<file path="config.mk">
export PLATFORM = sky130hd
export DESIGN_NAME = lane_pulse_arbiter
export DESIGN_NICKNAME = d
export VERILOG_FILES = /design/src/rtl/lane_pulse_arbiter.sv
export SDC_FILE = /design/constraint.sdc
export NUM_CORES = 1
export LEC_CHECK = 0
export BUFFER_PORTS_ARGS = -buffer_cell sky130_fd_sc_hd__buf_4
export CORE_AREA = 3 3 113 61
export CTS_CLUSTER_DIAMETER = 150
export DETAILED_ROUTE_END_ITERATION = 8
export DIE_AREA = 0 0 116 64
export GPL_TIMING_DRIVEN = 0
export PLACE_DENSITY = 0.54
export SYNTH_ARGS = -nofsm -noshare
export SYNTH_HDL_FRONTEND = slang
export SYNTH_SLANG_ARGS = --single-unit
</file>
<file path="constraint.sdc">
create_clock -name i_Clk -period 6.5 [get_ports i_Clk]
set_input_delay 0.325 -clock i_Clk [delete_from_list [all_inputs] [get_ports i_Clk]]
set_output_delay 0.325 -clock i_Clk [all_outputs]
set_load 0.05 [all_outputs]
</file>
<file path="src/rtl/lane_pulse_arbiter.sv">
// Round-robin merge of per-lane rising-edge events into one shaped pulse stream.
// Define LANE_SYNC_EN to insert a 2-flop synchronizer on every i_Lane_Req bit.
module lane_pulse_arbiter #(
  parameter int NUM_LANES  = 4,
  parameter int PULSE_HIGH = 4,
  parameter int PULSE_LOW  = 4,
  parameter int PEND_W     = 3
) (
  input  logic                 i_Clk,
  input  logic                 i_Rst_L,
  input  logic [NUM_LANES-1:0] i_Lane_Req,
  input  logic                 i_Enable,
  output logic                 o_Pulse,
  output logic [NUM_LANES-1:0] o_Grant,
  output logic                 o_Busy,
  output logic [NUM_LANES-1:0] o_Overflow
);

  localparam int LG_W  = (NUM_LANES > 1) ? $clog2(NUM_LANES) : 1;
  localparam int T_MAX = (PULSE_HIGH > PULSE_LOW) ? PULSE_HIGH : PULSE_LOW;
  localparam int TMR_W = $clog2(T_MAX + 1);
  localparam logic [PEND_W-1:0] PEND_MAX  = {PEND_W{1'b1}};
  localparam logic [TMR_W-1:0]  HIGH_LOAD = TMR_W'(PULSE_HIGH - 1);
  localparam logic [TMR_W-1:0]  LOW_LOAD  = TMR_W'(PULSE_LOW - 1);

  typedef enum logic [1:0] {
    ST_IDLE = 2'd0,
    ST_HIGH = 2'd1,
    ST_LOW  = 2'd2
  } state_t;

  function automatic logic [NUM_LANES-1:0] lane_onehot(input logic [LG_W-1:0] idx);
    return {{(NUM_LANES-1){1'b0}}, 1'b1} << idx;
  endfunction

  logic [NUM_LANES-1:0] req_s;
  logic [NUM_LANES-1:0] prev_r;
  logic [NUM_LANES-1:0] event_s;
  logic [NUM_LANES-1:0] nonzero_s;
  logic [NUM_LANES-1:0] dec_s;
  logic [NUM_LANES-1:0] ovf_s;
  logic [LG_W-1:0]      last_grant_r;
  logic [LG_W-1:0]      win_idx_s;
  logic                 win_found_s;
  logic                 grant_fire_s;
  state_t               state_r, state_nxt_s;
  logic [TMR_W-1:0]     tmr_r, tmr_nxt_s;
  logic                 pulse_nxt_s, busy_nxt_s;
  logic [NUM_LANES-1:0] grant_nxt_s;
  logic                 pulse_r, busy_r;
  logic [NUM_LANES-1:0] grant_r;

`ifdef LANE_SYNC_EN
  logic [NUM_LANES-1:0] sync1_r, sync2_r;

  // Two-stage synchronizer for asynchronous lane inputs
  always_ff @(posedge i_Clk or negedge i_Rst_L) begin
    if (!i_Rst_L) begin
      sync1_r <= {NUM_LANES{1'b0}};
      sync2_r <= {NUM_LANES{1'b0}};
    end else begin
      sync1_r <= i_Lane_Req;
      sync2_r <= sync1_r;
    end
  end
  assign req_s = sync2_r;
`else
  assign req_s = i_Lane_Req;
`endif

  // Previous-sample register; reset to 0 so a lane held high counts once
  always_ff @(posedge i_Clk or negedge i_Rst_L) begin
    if (!i_Rst_L) begin
      prev_r <= {NUM_LANES{1'b0}};
    end else begin
      prev_r <= req_s;
    end
  end
  assign event_s = req_s & ~prev_r;

  genvar g;
  generate
    for (g = 0; g < NUM_LANES; g++) begin : g_lane
      logic [PEND_W-1:0] cnt_r;
      logic              ovf_r;

      // Saturating pending counter; a simultaneous event and grant cancel out
      always_ff @(posedge i_Clk or negedge i_Rst_L) begin
        if (!i_Rst_L) begin
          cnt_r <= {PEND_W{1'b0}};
          ovf_r <= 1'b0;
        end else if (event_s[g] && !dec_s[g]) begin
          if (cnt_r == PEND_MAX) begin
            ovf_r <= 1'b1;
          end else begin
            cnt_r <= cnt_r + PEND_W'(1);
          end
        end else if (!event_s[g] && dec_s[g] && (cnt_r != {PEND_W{1'b0}})) begin
          cnt_r <= cnt_r - PEND_W'(1);
        end
      end
      assign nonzero_s[g] = (cnt_r != {PEND_W{1'b0}});
      assign ovf_s[g]     = ovf_r;
    end
  endgenerate

  // Round-robin search starting just after the last granted lane
  always_comb begin
    logic [LG_W-1:0] idx_s;
    win_found_s = 1'b0;
    win_idx_s   = {LG_W{1'b0}};
    idx_s       = {LG_W{1'b0}};
    for (int i = 1; i <= NUM_LANES; i++) begin
      idx_s = LG_W'((int'(last_grant_r) + i) % NUM_LANES);
      if (!win_found_s && nonzero_s[idx_s]) begin
        win_found_s = 1'b1;
        win_idx_s   = idx_s;
      end else begin
        win_found_s = win_found_s;
      end
    end
  end

  assign grant_fire_s = (state_r == ST_IDLE) && i_Enable && win_found_s;
  assign dec_s        = grant_fire_s ? lane_onehot(win_idx_s) : {NUM_LANES{1'b0}};

  // Round-robin pointer; reset value gives lane 0 first priority
  always_ff @(posedge i_Clk or negedge i_Rst_L) begin
    if (!i_Rst_L) begin
      last_grant_r <= LG_W'(NUM_LANES - 1);
    end else if (grant_fire_s) begin
      last_grant_r <= win_idx_s;
    end
  end

  // FSM state and width timer
  always_ff @(posedge i_Clk or negedge i_Rst_L) begin
    if (!i_Rst_L) begin
      state_r <= ST_IDLE;
      tmr_r   <= {TMR_W{1'b0}};
    end else begin
      state_r <= state_nxt_s;
      tmr_r   <= tmr_nxt_s;
    end
  end

  // Next-state logic
  always_comb begin
    state_nxt_s = state_r;
    tmr_nxt_s   = tmr_r;
    case (state_r)
      ST_IDLE: begin
        if (grant_fire_s) begin
          state_nxt_s = ST_HIGH;
          tmr_nxt_s   = HIGH_LOAD;
        end else begin
          state_nxt_s = ST_IDLE;
        end
      end
      ST_HIGH: begin
        if (tmr_r == {TMR_W{1'b0}}) begin
          state_nxt_s = ST_LOW;
          tmr_nxt_s   = LOW_LOAD;
        end else begin
          tmr_nxt_s = tmr_r - TMR_W'(1);
        end
      end
      ST_LOW: begin
        if (tmr_r == {TMR_W{1'b0}}) begin
          state_nxt_s = ST_IDLE;
          tmr_nxt_s   = {TMR_W{1'b0}};
        end else begin
          tmr_nxt_s = tmr_r - TMR_W'(1);
        end
      end
      default: begin
        state_nxt_s = ST_IDLE;
        tmr_nxt_s   = {TMR_W{1'b0}};
      end
    endcase
  end

  // Output decode from the next state so the registered outputs align with it
  always_comb begin
    pulse_nxt_s = (state_nxt_s == ST_HIGH);
    busy_nxt_s  = (state_nxt_s != ST_IDLE);
    grant_nxt_s = {NUM_LANES{1'b0}};
    case (state_nxt_s)
      ST_IDLE: grant_nxt_s = {NUM_LANES{1'b0}};
      default: begin
        if (state_r == ST_IDLE) begin
          grant_nxt_s = lane_onehot(win_idx_s);
        end else begin
          grant_nxt_s = grant_r;
        end
      end
    endcase
  end

  // Registered outputs
  always_ff @(posedge i_Clk or negedge i_Rst_L) begin
    if (!i_Rst_L) begin
      pulse_r <= 1'b0;
      busy_r  <= 1'b0;
      grant_r <= {NUM_LANES{1'b0}};
    end else begin
      pulse_r <= pulse_nxt_s;
      busy_r  <= busy_nxt_s;
      grant_r <= grant_nxt_s;
    end
  end

  assign o_Pulse    = pulse_r;
  assign o_Busy     = busy_r;
  assign o_Grant    = grant_r;
  assign o_Overflow = ovf_s;

endmodule

</file>
==> out/results.tsv, run 1 <==
stage	metric	value	unit
cts	Worst-path clk slew	0.05	ns
placed_design	RD Place Congestion	0.8523	
placed_design	IO buf count	16	
global_route	met2 Resource Use GR	22.71	%
cts	Root Driver	clkbuf_16	
finish	Seq. cell area	828.3	µm²
worst_setup_path	worst endpoint required time	6.63	ns
logic_synthesis	register bit total from synthesis	33	
power	Pwr Total	1450	µW
logic_synthesis	Netlist cell types	52	
power	Leak	0.001101	µW
cts	post_cts resized	0	
worst_setup_path	CP Capture Type	flop	
global_route	met1 usage	19.03	%
cts	clock sinks	33	
sta	Hold WS	-0.01151	ns
logic_synthesis	yosys warns	0	
sta	setup_tns	0	ns
drt	via/cell ratio	5.460	
finish	fill count	616	
sta	post-route clock period utilization	54.44	%
worst_setup_path	FF-to-FF Start	g_lane[1].cnt_r[1]$_DFFE_PN0P_	
global_route	first-pass GRT wire length	8.459	mm
cts	CTS tree	built	
placed_design	DP HPWL	3.361	mm
cts	post-CTS setup buffers	0	
finish	synthesis-to-layout area growth	19.64	%
power	Power Density	585.1	nW/µm²
logic_synthesis	top-count cell post-synth	dfrtp_1	
logic_synthesis	top cells by count, synth	dfrtp_1, a21oi_1, nor2_1, nand2_1	
logic_synthesis	top cell type by total area after synthesis	dfrtp_1	
die	Initial Utilization	34.77	%
worst_setup_path	CP Buf/Inv Count	2	
min_path	HP Class	input pin to async pin	
logic_synthesis	Top FF cell, synth	dfrtp_1	
worst_setup_path	critical path fanouts, max	10	
drt	DRC viols	0	
logic_synthesis	Area contributors post-synth	dfrtp_1, a21oi_1, fa_1, a221oi_1, nor3_1	
worst_setup_path	flop2flop setup slack	2.96	ns
sta	Max Freq	282.6	MHz
outcome	failing checks	hold timing	
drt	TritonRoute pass-1 iters	4	
sta	Post-Route Skew	0.002757	ns
sta	final setup fails	0	
sta	Slew HR	50.85	%
logic_synthesis	post-synth top area share	37.46	%
die	full die area	7424	µm²
sta	Final Max Tran Viols	0	
sta	final hold violation count	12	
die	Die X	116	µm
cts	clk buf depth	2	
worst_setup_path	Worst Path Arrival	3.67	ns
worst_setup_path	Worst R2R End	g_lane[2].cnt_r[1]$_DFFE_PN0P_	
global_route	initial antenna violation count	0	
finish	post-route core utilization	41.60	%
sta	post-route minimum period	3.539	ns
global_route	Overflow after GRT	0	
die	Vert. Die Dim	64	µm
global_route	largest net degree at the start of global routing	34	
global_route	Global Route met3 Usage	3.500	%
finish	Antenna Cells	0	
logic_synthesis	Mapped Nets	240	
worst_setup_path	Worst path top cell family by delay	simple AND/OR/NAND/NOR gates	
logic_synthesis	Mapped Area	2071	µm²
global_route	GR peak layer	met2	
drt	DRT iter0 DRCs	50	
job	max-cap viol count	0	
sta	Slew @ Worst Pin	0.7296	ns
worst_setup_path	CP max stage cell	nor3b_2	
finish	Final nets	263	
placed_design	worst slack, placed	3.009	ns
cts	number of buffers created by CTS	5	
worst_setup_path	CP Cell Sequence	clkbuf_1 -> or3_4 -> o211ai_2 -> nor3b_2 -> a21boi_1 -> inv_1 -> fa_1 -> or4_1 -> o221ai_1 -> a221oi_1	
cts	Clock Latency Late Sink	0.27	ns
sta	unrepaired setup endpoints after global routing	false	
logic_synthesis	number of synthesized flops with an enable pin	0	
global_route	gr usage total	14.09	%
global_route	vias in the first global route	1797	
worst_setup_path	Worst setup SP type	flop	
worst_setup_path	reg2reg path depth	10	
die	Core Area	5956	µm²
finish	Multi-input gate area	1112	µm²
cts	H-tree levels	2	
drt	detailed-route wire length per cell	14.17	µm
power	Peak VDD IR	0.1760	mV
logic_synthesis	async set-reset flop share out of synthesis	100.0	%
cts	CTS Hold Bufs	0	
drt	remaining antenna violation count after routing	0	
logic_synthesis	Post-Syn Area per Cell	9.122	µm²
worst_setup_path	critical path class	flop to flop	
sta	setup slack after layout	2.961	ns
logic_synthesis	sequential area share after synthesis	40.00	%
die	I/O pin cnt	17	
finish	share of cells above drive strength 1	17.53	%
die	Std-Cell Rows	20	
outcome	outcome	finished, violations left	
worst_setup_path	slowest stage delay, CP	0.59	ns
logic_synthesis	cells after synthesis	227	
drt	DR vias	1791	
drt	DRT Wirelength	4.648	mm
==> worst max-delay path by stage <==
stage / start / endpoint / slack [ns] / depth (start not counted)
after global placement: g_lane[1].cnt_r[1]$_DFFE_PN0P_ / g_lane[2].cnt_r[1]$_DFFE_PN0P_ / 3.04 / 10
after global routing: g_lane[1].cnt_r[1]$_DFFE_PN0P_ / g_lane[1].cnt_r[1]$_DFFE_PN0P_ / 2.59 / 12
final: g_lane[1].cnt_r[1]$_DFFE_PN0P_ / g_lane[2].cnt_r[1]$_DFFE_PN0P_ / 2.96 / 10
after floorplan: g_lane[1].cnt_r[0]$_DFFE_PN0P_ / g_lane[1].cnt_r[1]$_DFFE_PN0P_ / 3.46 / 12
after detailed placement: g_lane[1].cnt_r[1]$_DFFE_PN0P_ / g_lane[1].cnt_r[1]$_DFFE_PN0P_ / 3.01 / 12
after CTS: g_lane[1].cnt_r[1]$_DFFE_PN0P_ / g_lane[2].cnt_r[1]$_DFFE_PN0P_ / 2.98 / 10
==> metal layers <==
layer / share of wire (%) / wire length, µm
met4: 1.1 / 51
met3: 2.9 / 135
met1: 51 / 2390
met2: 45 / 2070
met5: 0 / 0
==> sequential cells by signal (all words and copies together), names as in the netlist <==
name,count
g_lane.cnt_r,12
g_lane.ovf_r,4
last_grant_r,2
o_Busy,1
o_Grant,4
o_Pulse,1
prev_r,4
state_r,2
tmr_r,3
==> cell type report <==
class,instances,share of cell area [%]
multi-input combinational,165,44.90
sequential,33,33.43
clock buffer,5,5.050
timing repair buffer,16,4.848
tap,77,3.889
buffer,15,3.131
clock inverter,3,2.626
inverter,14,2.121
==> power by group <==
group          switching (µW)  internal [µW]
Sequential               81.5            289
Combinational             486            287
Clock                    87.1            219
==> cells by family after synthesis <==
group,Yosys count,share of synthesized area (%)
multiplexers,1,0.5438
flip-flops,33,40.00
AND/OR/NAND/NOR,73,19.09
AO/OA/AOI/OAI,85,29.00
buffers and inverters,29,6.284
adder cells (fa/ha/maj),6,5.075
==> cell usage in the layout, fill, tap and decap left out, types with 4 or more instances in the layout <==
cell / count
dfrtp_1: 31
clkbuf_16: 5
o21bai_1: 4
nand2_1: 14
a211oi_1: 7
clkbuf_1: 5
o21ai_1: 7
buf_4: 20
a21oi_1: 21
or3_1: 5
fa_1: 4
nor2_1: 15
a221oi_1: 7
buf_2: 5
o21ai_0: 5
o21a_1: 4
inv_1: 12
nor2b_1: 6
a21o_1: 4
nor3_1: 12
==> through the flow <==
| stage | instance area, µm² | instances |
|---|---|---|
| floorplan | 2071 | 227 |
| global placement | 2287 | 320 |
| detailed placement | 2287 | 320 |
| CTS | 2477 | 328 |
| global route | 2477 | 328 |
| finish | 2477 | 328 |
Power figures use the tool's default switching activity.
==> inputs of run 2 (changes only) <==
--- a/config.mk
+++ b/config.mk
@@ -11,7 +11,7 @@
 export DETAILED_ROUTE_END_ITERATION = 8
 export DIE_AREA = 0 0 116 64
 export GPL_TIMING_DRIVEN = 0
-export PLACE_DENSITY = 0.54
+export PLACE_DENSITY = 0.55
 export SYNTH_ARGS = -nofsm -noshare
 export SYNTH_HDL_FRONTEND = slang
 export SYNTH_SLANG_ARGS = --single-unit
==> constraint.sdc (replaced) <==
create_clock -name i_Clk -period 3.1 [get_ports i_Clk]
set_input_delay 0.155 -clock i_Clk [delete_from_list [all_inputs] [get_ports i_Clk]]
set_output_delay 0.155 -clock i_Clk [all_outputs]
set_load 0.05 [all_outputs]
==> run 2 against run 1 <==
The run now ends clean; worst setup slack got worse by 2.8 ns; register-to-register slack got worse by 2.8 ns; combinational power increased by 150%; first-iteration DRC count increased by 84%; clock skew about the same; largest power group unchanged; final area increased by 7.5%; core utilization increased by 3.1 points; fmax increased by 20%; power increased by 120%; count of clock-buffer cells in the layout increased by 2.
==> out/results.tsv, run 2 (same netlist as run 1, synthesis figures left out) <==
stage	metric	value	unit
finish	Antenna Cells	0	
drt	DR vias	1891	
drt	DRT iter0 DRCs	92	
finish	Biggest register	g_lane.cnt_r	
power	Sequential Power Share	24.5	%
cts	CTS tree	built	
sta	final hold violation count	0	
finish	Final nets	274	
cts	number of buffers created by CTS	5	
global_route	vias in the first global route	1793	
worst_setup_path	Worst path top cell family by delay	compound AO/OA/AOI/OAI gates	
min_path	HP Class	input pin to flop	
finish	Multi-input gate area	1211	µm²
power	clock power share	16.2	%
power	switch share	46.63	%
sta	Slew @ Worst Pin	0.6679	ns
worst_setup_path	slowest stage delay, CP	0.57	ns
worst_setup_path	FF-to-FF Start	g_lane[3].cnt_r[0]$_DFFE_PN0P_	
power	Pwr Total	3216	µW
power	Int Pwr	1716	µW
finish	post-route core utilization	44.73	%
finish	fill count	569	
placed_design	IO buf count	16	
finish	max reg flops	12	
worst_setup_path	critical path class	flop to flop	
cts	clock sinks	33	
drt	detailed-route wire length per cell	14.37	µm
worst_setup_path	Worst R2R End	g_lane[1].cnt_r[1]$_DFFE_PN0P_	
drt	via/cell ratio	5.578	
sta	setup slack after layout	0.1474	ns
placed_design	RD Place Congestion	0.8407	
global_route	gr usage total	14.15	%
cts	clk buf depth	2	
sta	Post-Route Skew	0.003097	ns
drt	TritonRoute pass-1 iters	4	
sta	Slew HR	55.00	%
drt	DRT Wirelength	4.872	mm
finish	synthesis-to-layout area growth	28.64	%
sta	setup_tns	0	ns
placed_design	worst slack, placed	-0.3629	ns
cts	Clock Latency Late Sink	0.28	ns
die	full die area	7424	µm²
power	Peak VDD IR	0.3714	mV
power	logic gate share of total power	59.3	%
worst_setup_path	worst endpoint required time	3.27	ns
die	Vert. Die Dim	64	µm
die	Initial Utilization	34.77	%
outcome	outcome	complete, no violations	
die	Die X	116	µm
drt	DRC viols	0	
sta	Final Max Tran Viols	0	
sta	post-route clock period utilization	95.25	%
worst_setup_path	CP max stage cell	fa_2	
drt	remaining antenna violation count after routing	0	
sta	post-route minimum period	2.953	ns
finish	share of cells above drive strength 1	28.24	%
cts	Worst-path clk slew	0.05	ns
global_route	Overflow after GRT	0	
worst_setup_path	critical path depth	12	
power	P_sw	1500	µW
worst_setup_path	Worst setup SP type	flop	
worst_setup_path	reg2reg path depth	12	
worst_setup_path	launch point of the worst path	g_lane[3].cnt_r[0]$_DFFE_PN0P_	
worst_setup_path	CP Buf/Inv Count	3	
power	Leak	0.001175	µW
placed_design	DP HPWL	3.246	mm
global_route	first-pass GRT wire length	8.473	mm
cts	Root Driver	clkbuf_16	
die	Core Area	5956	µm²
worst_setup_path	critical path fanouts, max	8	
sta	final setup fails	0	
worst_setup_path	CP Capture Type	flop	
global_route	largest net degree at the start of global routing	34	
finish	Seq. cell area	829.5	µm²
cts	H-tree levels	2	
die	Std-Cell Rows	20	
sta	unrepaired setup endpoints after global routing	true	
sta	Max Freq	338.7	MHz
finish	most frequent cells in the layout	buf_4, dfrtp_1, a21oi_1	
worst_setup_path	CP Cell Sequence	buf_4 -> nor3_4 -> a211oi_2 -> or3b_1 -> buf_6 -> a21oi_4 -> inv_2 -> fa_2 -> nor2_1 -> a21oi_2 -> a311oi_2 -> a2111oi_2	
worst_setup_path	flop2flop setup slack	0.15	ns
global_route	initial antenna violation count	0	
job	max-cap viol count	0	
die	I/O pin cnt	17	
worst_setup_path	Worst Path Arrival	3.12	ns
worst_setup_path	Worst Setup EP	g_lane[1].cnt_r[1]$_DFFE_PN0P_	
power	Power Density	1207	nW/µm²
run 2: changes by cell type in the layout (fill, tap and decap cells not counted), sizes merged:
cell,delta
clkbuf,-1
dlygate4sd3,+4
buf,+10
bufinv,-2
run 2: layout make-up:
type | instances | share of cell area (%)
clock buffers | 7 | 5.730
flip-flops and latches | 33 | 31.14
repair buffers | 28 | 8.267
multi-input cells | 165 | 45.47
clock inverters | 1 | 0.1879
well taps | 77 | 3.617
inverters | 14 | 1.973
plain buffers | 14 | 3.617
run 2: power by group through the flow:
stage	combinational [µW]	sequential (µW)	clock, µW
after floorplan	1140	864	0
after global placement	1590	774	0
after detailed placement	1620	779	0
after CTS	1750	775	536
after global routing	2110	820	559
final	1910	788	522
run 2: worst min-delay path by stage:
stage	startpoint	to	slack [ns]	depth (start not counted)
after floorplan	i_Rst_L	g_lane[0].cnt_r[0]$_DFFE_PN0P_	-0.14	0
after global placement	i_Rst_L	g_lane[2].ovf_r$_DFFE_PN0P_	0.14	1
after detailed placement	i_Rst_L	g_lane[2].ovf_r$_DFFE_PN0P_	0.14	1
after CTS	i_Lane_Req[3]	prev_r[3]$_DFF_PN0_	0.009	1
after global routing	i_Lane_Req[3]	prev_r[3]$_DFF_PN0_	0.009	1
final	i_Lane_Req[3]	prev_r[3]$_DFF_PN0_	0.01	1
run 2: layer usage:
metal / vias to the layer above / global-route usage [%] / part of all wire, %
li1: 918 / - / -
met1: 931 / 19.67 / 49
met2: 33 / 22.13 / 47
met3: 9 / 3.406 / 2.8
met4: 0 / 3.618 / 1.3
met5: - / 0 / 0
run 2: what timing repair did:
item                                   CTS  global route
gates cloned                             0             0
buffers inserted                         3             5
setup endpoints to repair                6             7
hold buffers                             4             0
resized for setup                       13            31
pin swaps                                3             7
endpoints found under the hold margin   34             0
run 2: stage by stage:
| step | std cells | hold slack (ns) | cell area (µm²) |
|---|---|---|---|
| finish | 339 | 0.01072 | 2664 |
| global route | 339 | 0.008700 | 2664 |
| CTS | 335 | 0.008618 | 2565 |
| detailed placement | 320 | 0.1373 | 2287 |
| global placement | 320 | 0.1352 | 2287 |
| floorplan | 227 | -0.1406 | 2071 |
==> inputs of run 3 (changes only) <==
--- a/config.mk
+++ b/config.mk
@@ -11,7 +11,7 @@
 export DETAILED_ROUTE_END_ITERATION = 8
 export DIE_AREA = 0 0 116 64
 export GPL_TIMING_DRIVEN = 0
-export PLACE_DENSITY = 0.55
+export PLACE_DENSITY = 0.54
 export SYNTH_ARGS = -nofsm -noshare
 export SYNTH_HDL_FRONTEND = slang
 export SYNTH_SLANG_ARGS = --single-unit
==> constraint.sdc (replaced) <==
create_clock -name i_Clk -period 3.5 [get_ports i_Clk]
set_input_delay 0.175 -clock i_Clk [delete_from_list [all_inputs] [get_ports i_Clk]]
set_output_delay 0.175 -clock i_Clk [all_outputs]
set_load 0.05 [all_outputs]
==> run 3 against run 2 <==
Core utilization shrank 2.4 points; register-to-register slack gained 0.04 ns; critical path depth shrank 2; critical endpoint is now g_lane[2].cnt_r[1]$_DFFE_PN0P_; clock power grew 9.4%; die area is the same; critical path type unchanged.
==> out/results.tsv, run 3 (same netlist as run 1, synthesis figures left out) <==
stage	metric	value	unit
min_path	HP Class	input pin to flop	
die	I/O pin cnt	17	
die	Core Area	5956	µm²
global_route	gr usage total	14.15	%
job	max-cap viol count	0	
finish	most frequent cells in the layout	dfrtp_1, buf_4, a21oi_1	
placed_design	worst slack, placed	0.009428	ns
finish	Design Area, Final	2519	µm²
placed_design	DP HPWL	3.361	mm
sta	setup slack after layout	0.1889	ns
die	Vert. Die Dim	64	µm
finish	Biggest register	g_lane.cnt_r	
cts	clk buf depth	2	
sta	post-route minimum period	3.311	ns
outcome	outcome	complete, no violations	
global_route	Overflow after GRT	0	
finish	share of cells above drive strength 1	19.05	%
sta	Final Max Tran Viols	0	
finish	max reg flops	12	
drt	detailed-route wire length per cell	14.28	µm
finish	Antenna Cells	0	
global_route	initial antenna violation count	0	
min_path	min-delay src	i_Lane_Req[0]	
cts	Root Driver	clkbuf_16	
cts	Worst-path clk slew	0.06	ns
drt	DR vias	1811	
worst_setup_path	worst endpoint required time	3.63	ns
finish	most common cell after layout, fill and taps aside	dfrtp_1	
die	Initial Utilization	34.77	%
finish	Multi-input gate area	1144	µm²
finish	Final Non-Filler Cells	329	
sta	final setup fails	0	
global_route	vias in the first global route	1801	
sta	Slew @ Worst Pin	0.7142	ns
placed_design	Area after DPL	2287	µm²
worst_setup_path	Worst setup SP type	flop	
cts	Clock Latency Late Sink	0.28	ns
worst_setup_path	critical path fanouts, max	10	
finish	fill count	612	
sta	Max Freq	302.0	MHz
drt	TritonRoute pass-1 iters	4	
drt	via/cell ratio	5.505	
drt	remaining antenna violation count after routing	0	
cts	CTS tree	built	
power	Peak VDD IR	0.3272	mV
worst_setup_path	FF-to-FF Start	last_grant_r[1]$_DFFE_PN1P_	
worst_setup_path	Worst Path Arrival	3.45	ns
sta	post-route clock period utilization	94.60	%
drt	DRT iter0 DRCs	72	
placed_design	IO buf count	16	
worst_setup_path	launch point of the worst path	last_grant_r[1]$_DFFE_PN1P_	
die	Die X	116	µm
power	Power Density	1090	nW/µm²
finish	Seq. cell area	828.3	µm²
finish	synthesis-to-layout area growth	21.63	%
worst_setup_path	critical path class	flop to flop	
cts	clock sinks	33	
drt	DRC viols	0	
finish	Final nets	264	
finish	post-route core utilization	42.29	%
cts	number of buffers created by CTS	5	
drt	DRT Wirelength	4.697	mm
sta	Slew HR	51.88	%
sta	Post-Route Skew	0.003490	ns
die	Std-Cell Rows	20	
placed_design	placed cell count	320	
cts	H-tree levels	2	
placed_design	RD Place Congestion	0.8523	
sta	unrepaired setup endpoints after global routing	true	
global_route	largest net degree at the start of global routing	34	
sta	final hold violation count	0	
power	Leak	0.001109	µW
die	full die area	7424	µm²
global_route	first-pass GRT wire length	8.487	mm
worst_setup_path	CP Capture Type	flop	
-- run 3: layout make-up --
class                   count  share of cell area [%]
repair buffers             17                   5.166
multi-input cells         165                   45.40
clock buffers               5                   4.968
flip-flops and latches     33                   32.89
inverters                  14                   2.086
well taps                  77                   3.825
plain buffers              15                   3.080
clock inverters             3                   2.583
-- run 3: final timing paths --
check	end	slack, ns	cells after the start
worst max register to register	g_lane[2].cnt_r[1]$_DFFE_PN0P_	0.19	10
worst min register to register	g_lane[3].ovf_r$_DFFE_PN0P_	0.47	1
max in group asynchronous	last_grant_r[1]$_DFFE_PN1P_	2.76	2
min in group asynchronous	g_lane[2].ovf_r$_DFFE_PN0P_	0.39	2
worst min-delay path	prev_r[0]$_DFF_PN0_	0.01	1
worst max-delay path	g_lane[2].cnt_r[1]$_DFFE_PN0P_	0.19	10
-- run 3: routing by layer --
metal | routed length (µm) | global-route usage, %
met5 | 0 | 0
met1 | 2381 | 19.21
met4 | 51 | 3.473
met3 | 143 | 3.500
met2 | 2120 | 22.71
-- run 3: per-stage QoR --
stage	power [µW]	TNS [ns]	hold slack, ns
finish	2746	0	0.01194
global route	2983	-0.03858	0.007954
CTS	2728	0	0.01032
detailed placement	2129	0	0.1518
global placement	2097	0	0.1494
floorplan	1773	0	-0.1206
-- run 3: where the power goes --
group | internal (µW) | leakage [µW] | total [µW] | switching (µW)
clock | 406 | 0.0000938 | 571 | 165
sequential | 537 | 0.000406 | 688 | 151
combinational | 550 | 0.000610 | 1490 | 937
total | 1490 | 0.00111 | 2750 | 1250
-- run 3: what timing repair did --
action | 4_1_cts | 5_1_grt
buffers inserted | 0 | 0
gates cloned | 0 | 0
gates resized for setup | 1 | 6
endpoints found under the setup margin | 1 | 5
endpoints found under the hold margin | 31 | 0
hold buffers | 1 | 0
-- run 3: critical path, stage by stage (launching register included) --
cell and delay [ns]:
dfstp_2 0.51, buf_1 0.29, nor4_1 0.10, a211oi_1 0.45, nor3b_4 0.17, a21boi_2 0.30
inv_1 0.13, fa_1 0.52, or4_1 0.54, o221ai_1 0.08, a221oi_1 0.07
